===== config.mk =====
export PLATFORM = sky130hd
export DESIGN_NAME = nn_lstm_seq_ctrl
export DESIGN_NICKNAME = d
export VERILOG_FILES = /design/src/rtl/nn_ctrl_pkg.sv /design/src/rtl/nn_lfsr16.sv /design/src/rtl/nn_lstm_seq_ctrl.sv
export SDC_FILE = /design/constraint.sdc
export NUM_CORES = 1
export LEC_CHECK = 0
export ABC_CLOCK_PERIOD_IN_PS = 2700
export CORE_MARGIN = 3
export CORE_UTILIZATION = 38
export DETAILED_ROUTE_END_ITERATION = 16
export GPL_TIMING_DRIVEN = 0
export PLACE_DENSITY_LB_ADDON = 0.08
export SLEW_MARGIN = 20
export SYNTH_ARGS = -nofsm -noshare
export SYNTH_HDL_FRONTEND = slang
export SYNTH_SLANG_ARGS = --single-unit

===== constraint.sdc =====
create_clock -name CLK -period 2.7 [get_ports CLK]
set_input_delay 0.27 -clock CLK [delete_from_list [all_inputs] [get_ports CLK]]
set_output_delay 0.27 -clock CLK [all_outputs]
set_load 0.01 [all_outputs]

===== src/rtl/nn_ctrl_pkg.sv =====
// Shared definitions for the LSTM sequence controller: FSM state encoding,
// LFSR tap mask, default seed and the LFSR step function.
package nn_ctrl_pkg;

    typedef enum logic [2:0] {
        ST_IDLE  = 3'd0,
        ST_CLEAR = 3'd1,
        ST_RUN   = 3'd2,
        ST_LATCH = 3'd3,
        ST_DONE  = 3'd4
    } ctrl_state_e;

    // Fibonacci taps 16,14,13,11 -> bits 15,13,12,10
    localparam logic [15:0] LFSR_TAPS         = 16'hB400;
    localparam logic [15:0] LFSR_SEED_DEFAULT = 16'hACE1;
    localparam int          RC_W              = 5;

    function automatic logic [15:0] lfsr_next(input logic [15:0] cur);
        return {cur[14:0], ^(cur & LFSR_TAPS)};
    endfunction

endpackage


===== src/rtl/nn_lfsr16.sv =====
// 16-bit Fibonacci LFSR with enable and synchronous reset to SEED; exposes
// only the low bits consumed as ADDSUB random-condition bits.
module nn_lfsr16
    import nn_ctrl_pkg::*;
#(
    parameter logic [15:0] SEED = LFSR_SEED_DEFAULT
) (
    input  logic            clk,
    input  logic            rst,
    input  logic            en,
    output logic [RC_W-1:0] q_lo
);

    logic [15:0] lfsr_q;
    logic [15:0] lfsr_d;

    always_comb begin
        lfsr_d = lfsr_q;
        if (en) begin
            lfsr_d = lfsr_next(lfsr_q);
        end
    end

    always_ff @(posedge clk) begin
        if (rst) begin
            lfsr_q <= SEED;
        end else begin
            lfsr_q <= lfsr_d;
        end
    end

    assign q_lo = lfsr_q[RC_W-1:0];

endmodule


===== src/rtl/nn_lstm_seq_ctrl.sv =====
// Sequencer for a stochastic LSTM node: clears the node, runs WARMUP+L
// bitstream cycles per timestep, counts output ones and reports each step.
module nn_lstm_seq_ctrl
    import nn_ctrl_pkg::*;
#(
    parameter int          LEN_W     = 10,
    parameter int          STEP_W    = 4,
    parameter int          WARMUP    = 2,
    parameter logic [15:0] LFSR_SEED = LFSR_SEED_DEFAULT
) (
    input  logic              CLK,
    input  logic              INIT,
    input  logic              start,
    input  logic              abort,
    input  logic [STEP_W-1:0] n_steps,
    input  logic [LEN_W-1:0]  stream_len,
    input  logic [3:0]        z_offset_cfg,
    input  logic              a_out,
    output logic              node_init,
    output logic [RC_W-1:0]   rc,
    output logic [3:0]        z_offset,
    output logic              a_last_load,
    output logic              step_valid,
    output logic [LEN_W-1:0]  step_count,
    output logic [STEP_W-1:0] step_idx,
    output logic              busy,
    output logic              done
);

    localparam int RUN_W = $clog2(WARMUP + (1 << LEN_W));

    ctrl_state_e       state_q, state_d;
    logic              clr_cnt_q, clr_cnt_d;
    logic [RUN_W-1:0]  run_cnt_q, run_cnt_d;
    logic [LEN_W-1:0]  ones_q, ones_d;
    logic [STEP_W-1:0] idx_q, idx_d;
    logic [STEP_W-1:0] nsteps_q, nsteps_d;
    logic [LEN_W-1:0]  len_q, len_d;
    logic [3:0]        z_offset_q, z_offset_d;
    logic [LEN_W-1:0]  step_count_q, step_count_d;
    logic [STEP_W-1:0] step_idx_q, step_idx_d;

    logic [LEN_W-1:0]  len_eff;
    logic [RUN_W-1:0]  run_last;
    logic              counting;
    logic              last_step;
    logic [RC_W-1:0]   lfsr_lo;

    nn_lfsr16 #(.SEED(LFSR_SEED)) u_lfsr (
        .clk  (CLK),
        .rst  (INIT),
        .en   (state_q == ST_RUN),
        .q_lo (lfsr_lo)
    );

    assign len_eff   = (len_q == '0) ? LEN_W'(1) : len_q;
    assign run_last  = RUN_W'(WARMUP) + RUN_W'(len_eff) - RUN_W'(1);
    assign counting  = (run_cnt_q >= RUN_W'(WARMUP));
    assign last_step = (idx_q == nsteps_q - STEP_W'(1));

    always_comb begin
        state_d      = state_q;
        clr_cnt_d    = clr_cnt_q;
        run_cnt_d    = run_cnt_q;
        ones_d       = ones_q;
        idx_d        = idx_q;
        nsteps_d     = nsteps_q;
        len_d        = len_q;
        z_offset_d   = z_offset_q;
        step_count_d = step_count_q;
        step_idx_d   = step_idx_q;

        case (state_q)
            ST_IDLE: begin
                if (start && !abort) begin
                    if (n_steps != '0) begin
                        nsteps_d   = n_steps;
                        len_d      = stream_len;
                        z_offset_d = z_offset_cfg;
                        idx_d      = '0;
                        clr_cnt_d  = 1'b0;
                        state_d    = ST_CLEAR;
                    end else begin
                        state_d = ST_DONE;
                    end
                end
            end
            ST_CLEAR: begin
                run_cnt_d = '0;
                ones_d    = '0;
                if (clr_cnt_q) begin
                    state_d = ST_RUN;
                end else begin
                    clr_cnt_d = 1'b1;
                end
            end
            ST_RUN: begin
                run_cnt_d = run_cnt_q + RUN_W'(1);
                if (counting) begin
                    ones_d = ones_q + LEN_W'(a_out);
                end
                if (run_cnt_q == run_last) begin
                    step_count_d = ones_d;
                    step_idx_d   = idx_q;
                    state_d      = ST_LATCH;
                end
            end
            ST_LATCH: begin
                if (last_step) begin
                    state_d = ST_DONE;
                end else begin
                    // next timestep reuses node state, so CLEAR is skipped
                    idx_d     = idx_q + STEP_W'(1);
                    ones_d    = '0;
                    run_cnt_d = '0;
                    state_d   = ST_RUN;
                end
            end
            ST_DONE: begin
                state_d = ST_IDLE;
            end
            default: begin
                state_d = ST_IDLE;
            end
        endcase

        // abort wins over every transition and leaves the reported step untouched
        if (abort && (state_q != ST_IDLE)) begin
            state_d      = ST_IDLE;
            step_count_d = step_count_q;
            step_idx_d   = step_idx_q;
        end
    end

    always_ff @(posedge CLK) begin
        if (INIT) begin
            state_q      <= ST_IDLE;
            clr_cnt_q    <= 1'b0;
            run_cnt_q    <= '0;
            ones_q       <= '0;
            idx_q        <= '0;
            nsteps_q     <= '0;
            len_q        <= '0;
            z_offset_q   <= '0;
            step_count_q <= '0;
            step_idx_q   <= '0;
        end else begin
            state_q      <= state_d;
            clr_cnt_q    <= clr_cnt_d;
            run_cnt_q    <= run_cnt_d;
            ones_q       <= ones_d;
            idx_q        <= idx_d;
            nsteps_q     <= nsteps_d;
            len_q        <= len_d;
            z_offset_q   <= z_offset_d;
            step_count_q <= step_count_d;
            step_idx_q   <= step_idx_d;
        end
    end

    assign node_init   = !INIT && (state_q == ST_CLEAR);
    assign rc          = (!INIT && (state_q == ST_RUN)) ? lfsr_lo : '0;
    assign step_valid  = !INIT && !abort && (state_q == ST_LATCH);
    assign a_last_load = !INIT && !abort && (state_q == ST_LATCH);
    assign done        = !INIT && !abort && (state_q == ST_DONE);
    assign busy        = !INIT && (state_q != ST_IDLE);
    assign z_offset    = INIT ? '0 : z_offset_q;
    assign step_count  = INIT ? '0 : step_count_q;
    assign step_idx    = INIT ? '0 : step_idx_q;

endmodule


==> metrics.txt <==
# TYPE chip_impl_metric gauge
chip_impl_metric{name="peakVddDrop",unit="V"} 0.000251
chip_impl_metric{name="dieHeight",unit="microns"} 108
chip_impl_metric{name="antenna_cells",unit=""} 0
chip_impl_metric{name="clock_buffers_created_by_tritoncts",unit=""} 9
chip_impl_info{name="slowest_stage",value="sky130_fd_sc_hd__clkdlybuf4s50_1"} 1
chip_impl_metric{name="tns",unit="ns"} 0
chip_impl_metric{name="timing.final.hold_violations",unit=""} 0
chip_impl_info{name="synthTopCellsByArea",value="sky130_fd_sc_hd__dfxtp_1 39%, sky130_fd_sc_hd__nand2_1 8.2%, sky130_fd_sc_hd__a21oi_1 4.3%"} 1
chip_impl_metric{name="cell_area_power_density",unit="nW/um^2"} 468
chip_impl_metric{name="detail_route.drc_violations",unit=""} 0
chip_impl_info{name="grt_setup_unrepaired",value="true"} 1
chip_impl_metric{name="clkPwrFrac",unit="%"} 40.0
chip_impl_metric{name="initial_utilization",unit="%"} 39.9
chip_impl_metric{name="synth-seq-cells",unit=""} 77
chip_impl_info{name="crit_chain",value="clkdlybuf4s50_1, clkbuf_2, clkbuf_2, nor4b_1, clkdlybuf4s50_1"} 1
chip_impl_metric{name="report.final.setup_viol",unit=""} 0
chip_impl_metric{name="globalplace.congestion",unit=""} 0.796
chip_impl_metric{name="grt_remaining_overflow",unit=""} 0
chip_impl_info{name="min-delay-path-class",value="reg -> reg"} 1
chip_impl_metric{name="first_pass_iters",unit=""} 4
chip_impl_metric{name="post-place-ws",unit="ns"} -0.326
chip_impl_metric{name="ant_nets",unit=""} 0
chip_impl_metric{name="chipWidth",unit="microns"} 108
chip_impl_info{name="run_status",value="finished clean"} 1
chip_impl_info{name="critical_path_class",value="in -> out"} 1
chip_impl_metric{name="initial_drt_markers",unit=""} 111
chip_impl_metric{name="post-synth-top-area-fraction",unit="%"} 38.8
chip_impl_info{name="tritoncts",value="done"} 1
chip_impl_metric{name="async_flop_share",unit="%"} 0
chip_impl_metric{name="num_rows",unit=""} 36
chip_impl_metric{name="std_cell_core_area",unit="sq um"} 9950
chip_impl_metric{name="worstMarginPinSlew",unit="ns"} 0.578
chip_impl_metric{name="hold_slack",unit="ns"} 0.458
chip_impl_metric{name="achievable-frequency",unit="MHz"} 387
chip_impl_metric{name="totalPowerFinal",unit="mW"} 2.30
chip_impl_info{name="layout_common_cells",value="87 x sky130_fd_sc_hd__nand2_1, 74 x sky130_fd_sc_hd__dfxtp_1, 50 x sky130_fd_sc_hd__clkdlybuf4s50_1"} 1
chip_impl_metric{name="syn_to_final_growth",unit="%"} 23.5
chip_impl_metric{name="internal_power",unit="mW"} 1.71
chip_impl_metric{name="finalCriticalPeriod",unit="ns"} 2.59
chip_impl_metric{name="placement.cell_area",unit="sq um"} 4640
chip_impl_metric{name="numPortBuffers",unit=""} 50
chip_impl_metric{name="syn_nets",unit=""} 513
chip_impl_metric{name="utilization",unit="%"} 49.3
chip_impl_metric{name="netlist_area",unit="sq um"} 3980
chip_impl_metric{name="path_clk_slew",unit="ns"} 0.09
chip_impl_metric{name="die-area",unit="sq um"} 11700
chip_impl_metric{name="cp_num_buf_inv",unit=""} 4
chip_impl_metric{name="yosys_warnings",unit=""} 0
chip_impl_metric{name="tritoncts_num_sinks",unit=""} 77
chip_impl_metric{name="post_synth_inst_count",unit=""} 484
chip_impl_metric{name="combPwrFrac",unit="%"} 9.0
chip_impl_info{name="cts.root.buffer_cell",value="sky130_fd_sc_hd__clkbuf_8"} 1
chip_impl_info{name="synth.largest_area_cell",value="sky130_fd_sc_hd__dfxtp_1"} 1
chip_impl_metric{name="hpwlAfterDp",unit="microns"} 7320
chip_impl_metric{name="fin_worst_skew",unit="ns"} 0.0114
chip_impl_metric{name="detail_route.wirelength",unit="microns"} 10100
chip_impl_metric{name="via_per_inst",unit=""} 5.22
chip_impl_metric{name="postSynthAreaPerCell",unit="sq um"} 8.21
chip_impl_metric{name="finalInstanceArea",unit="sq um"} 4910
chip_impl_metric{name="number_of_antenna_violations_at_the_first_check_in_global_routing",unit=""} 0
chip_impl_info{name="final_common_cell",value="sky130_fd_sc_hd__nand2_1"} 1
chip_impl_metric{name="grt_pass1_vias",unit=""} 3623
chip_impl_metric{name="stdcell_count",unit=""} 682
chip_impl_metric{name="number_of_unique_standard_cell_types_used_by_synthesis",unit=""} 57
chip_impl_metric{name="total_switching_power",unit="mW"} 0.590
chip_impl_info{name="crit_path_end_kind",value="primary output"} 1
chip_impl_metric{name="post_route_cells_drive_above_1_share",unit="%"} 9.11
chip_impl_metric{name="timing.final.max_slew_violations",unit=""} 0
chip_impl_metric{name="power.switching_fraction",unit="%"} 25.7
chip_impl_metric{name="timing.critical_path.required",unit="ns"} 2.43
chip_impl_metric{name="leakage_power_figure",unit="nW"} 1.79
chip_impl_metric{name="final_worst_setup_slack",unit="ns"} 0.113
chip_impl_metric{name="post-route-period-util",unit="%"} 95.8
chip_impl_metric{name="cts.hold.buffers_added",unit=""} 0
chip_impl_metric{name="timing.critical_path.fanout_max",unit=""} 10
chip_impl_metric{name="cap_violations",unit=""} 0
chip_impl_metric{name="htree_num_levels",unit=""} 3
chip_impl_metric{name="max_stage_delay",unit="ns"} 0.60
chip_impl_metric{name="total_grt_usage",unit="%"} 18.7
chip_impl_metric{name="nFillCells",unit=""} 988
chip_impl_metric{name="post-place-cells",unit=""} 667
chip_impl_metric{name="maximum_number_of_pins_on_one_net_before_global_route_repair",unit=""} 15
chip_impl_info{name="timing.critical_path.from_type",value="input pin"} 1
chip_impl_metric{name="power.sequential.fraction",unit="%"} 51.0
chip_impl_metric{name="floorplan.io_pins",unit=""} 51
chip_impl_metric{name="design.final.nets",unit=""} 573
chip_impl_metric{name="crit_path_arrival_time",unit="ns"} 2.32
chip_impl_info{name="path_delay_family",value="buffers and inverters"} 1
chip_impl_metric{name="max_slew_margin",unit="%"} 61.3
chip_impl_metric{name="seq_area_frac_synth",unit="%"} 38.8
chip_impl_metric{name="route.detailed.wl_per_inst",unit="microns"} 14.8
chip_impl_info{name="dominantRegCellSynth",value="sky130_fd_sc_hd__dfxtp_1"} 1
chip_impl_metric{name="cts.path.max_buffers",unit=""} 2
chip_impl_metric{name="vias",unit=""} 3561
chip_impl_metric{name="first_pass_grt_wire_length",unit="microns"} 17500
chip_impl_metric{name="clock_latency",unit="ns"} 0.36
chip_impl_metric{name="synth_edf_count",unit=""} 0
-- timing repair --
item	4_1_cts	5_1_grt
gates resized for setup	9	18
pin swaps	1	1
setup buffers	0	1
setup endpoints to repair	17	41
hold endpoints to repair	0	0
-- layout make-up --
class | count | area [sq um] | share of cell area, %
plain buffers | 31 | 163 | 3.31
inverters | 5 | 18.8 | 0.382
repair buffers | 51 | 508 | 10.3
multi-input cells | 369 | 2300 | 46.9
clock inverters | 6 | 70.1 | 1.43
flip-flops and latches | 77 | 1550 | 31.5
clock buffers | 10 | 138 | 2.80
well taps | 133 | 166 | 3.39
-- power groups by stage --
stage / registers [mW] / clock network [mW] / logic [mW]
final: 1.17 / 0.919 / 0.207
after global routing: 1.18 / 0.997 / 0.232
after CTS: 1.17 / 0.942 / 0.206
after detailed placement: 1.20 / 0 / 0.204
after global placement: 1.20 / 0 / 0.203
after floorplan: 1.19 / 0 / 0.127
-- worst min-delay path, stage by stage (launching register included) --
cell and delay (ns):
sky130_fd_sc_hd__dfxtp_1 0.32, sky130_fd_sc_hd__nand2_1 0.05, sky130_fd_sc_hd__a21oi_1 0.05
-- cells in the mapped netlist (2+ instances only) --
library cell	number
sky130_fd_sc_hd__a2111oi_2	2
sky130_fd_sc_hd__a211o_1	2
sky130_fd_sc_hd__a211oi_1	3
sky130_fd_sc_hd__a21oi_1	34
sky130_fd_sc_hd__a31oi_1	3
sky130_fd_sc_hd__a32o_1	2
sky130_fd_sc_hd__a41oi_1	9
sky130_fd_sc_hd__and2_1	9
sky130_fd_sc_hd__and3_1	9
sky130_fd_sc_hd__and4_1	4
sky130_fd_sc_hd__buf_1	2
sky130_fd_sc_hd__buf_2	3
sky130_fd_sc_hd__buf_4	2
sky130_fd_sc_hd__buf_6	2
sky130_fd_sc_hd__clkbuf_1	24
sky130_fd_sc_hd__dfxtp_1	77
sky130_fd_sc_hd__ha_1	6
sky130_fd_sc_hd__inv_1	5
sky130_fd_sc_hd__mux2_2	4
sky130_fd_sc_hd__mux2i_1	3
sky130_fd_sc_hd__nand2_1	87
sky130_fd_sc_hd__nand2b_1	3
sky130_fd_sc_hd__nand3_1	6
sky130_fd_sc_hd__nand3b_1	9
sky130_fd_sc_hd__nand4_1	13
sky130_fd_sc_hd__nor2_1	29
sky130_fd_sc_hd__nor2b_1	26
sky130_fd_sc_hd__nor3_1	10
sky130_fd_sc_hd__nor4_1	7
sky130_fd_sc_hd__o21a_1	10
sky130_fd_sc_hd__o21ai_0	17
sky130_fd_sc_hd__o22ai_1	2
sky130_fd_sc_hd__o31ai_1	3
sky130_fd_sc_hd__or3_1	2
sky130_fd_sc_hd__or4_1	2
sky130_fd_sc_hd__xnor2_1	18
sky130_fd_sc_hd__xor2_1	15
-- state kept, by name (all words and copies together) (netlist names) --
signal / cells
run_cnt_q: 11
z_offset_q: 4
clr_cnt_q: 1
len_q: 10
step_count_q: 10
idx_q: 4
nsteps_q: 4
u_lfsr.lfsr_q: 16
ones_q: 10
state_q: 3
step_idx_q: 4
-- path summary, 6_finish.rpt --
kind / from / end / slack [ns] / cells past startpoint
min reg2reg: z_offset_q[0] / z_offset_q[0] / 0.46 / 2
max: INIT / node_init / 0.11 / 5
min: z_offset_q[0] / z_offset_q[0] / 0.46 / 2
max reg2reg: len_q[3] / step_count_q[3] / 0.17 / 9
-- kinds of logic (layout without fill, tap and decap cells) --
family,Yosys count,count (layout),share of synthesized area (%)
simple gates,225,225,29.0
compound gates,96,96,16.1
flops,77,77,38.8
buf+inv,38,103,4.25
xor+xnor,34,34,7.87
mux,8,8,2.17
fa+ha+maj,6,6,1.89
-- layer usage --
metal  up-vias  track usage [%]  share of wire [%]
met5         -                0                  0
met4         0             4.42               0.38
met3         2             4.78                5.1
met2        71             30.2                 48
met1      1664             25.0                 46
li1       1824                -                  -
Power figures use the tool's default switching activity.
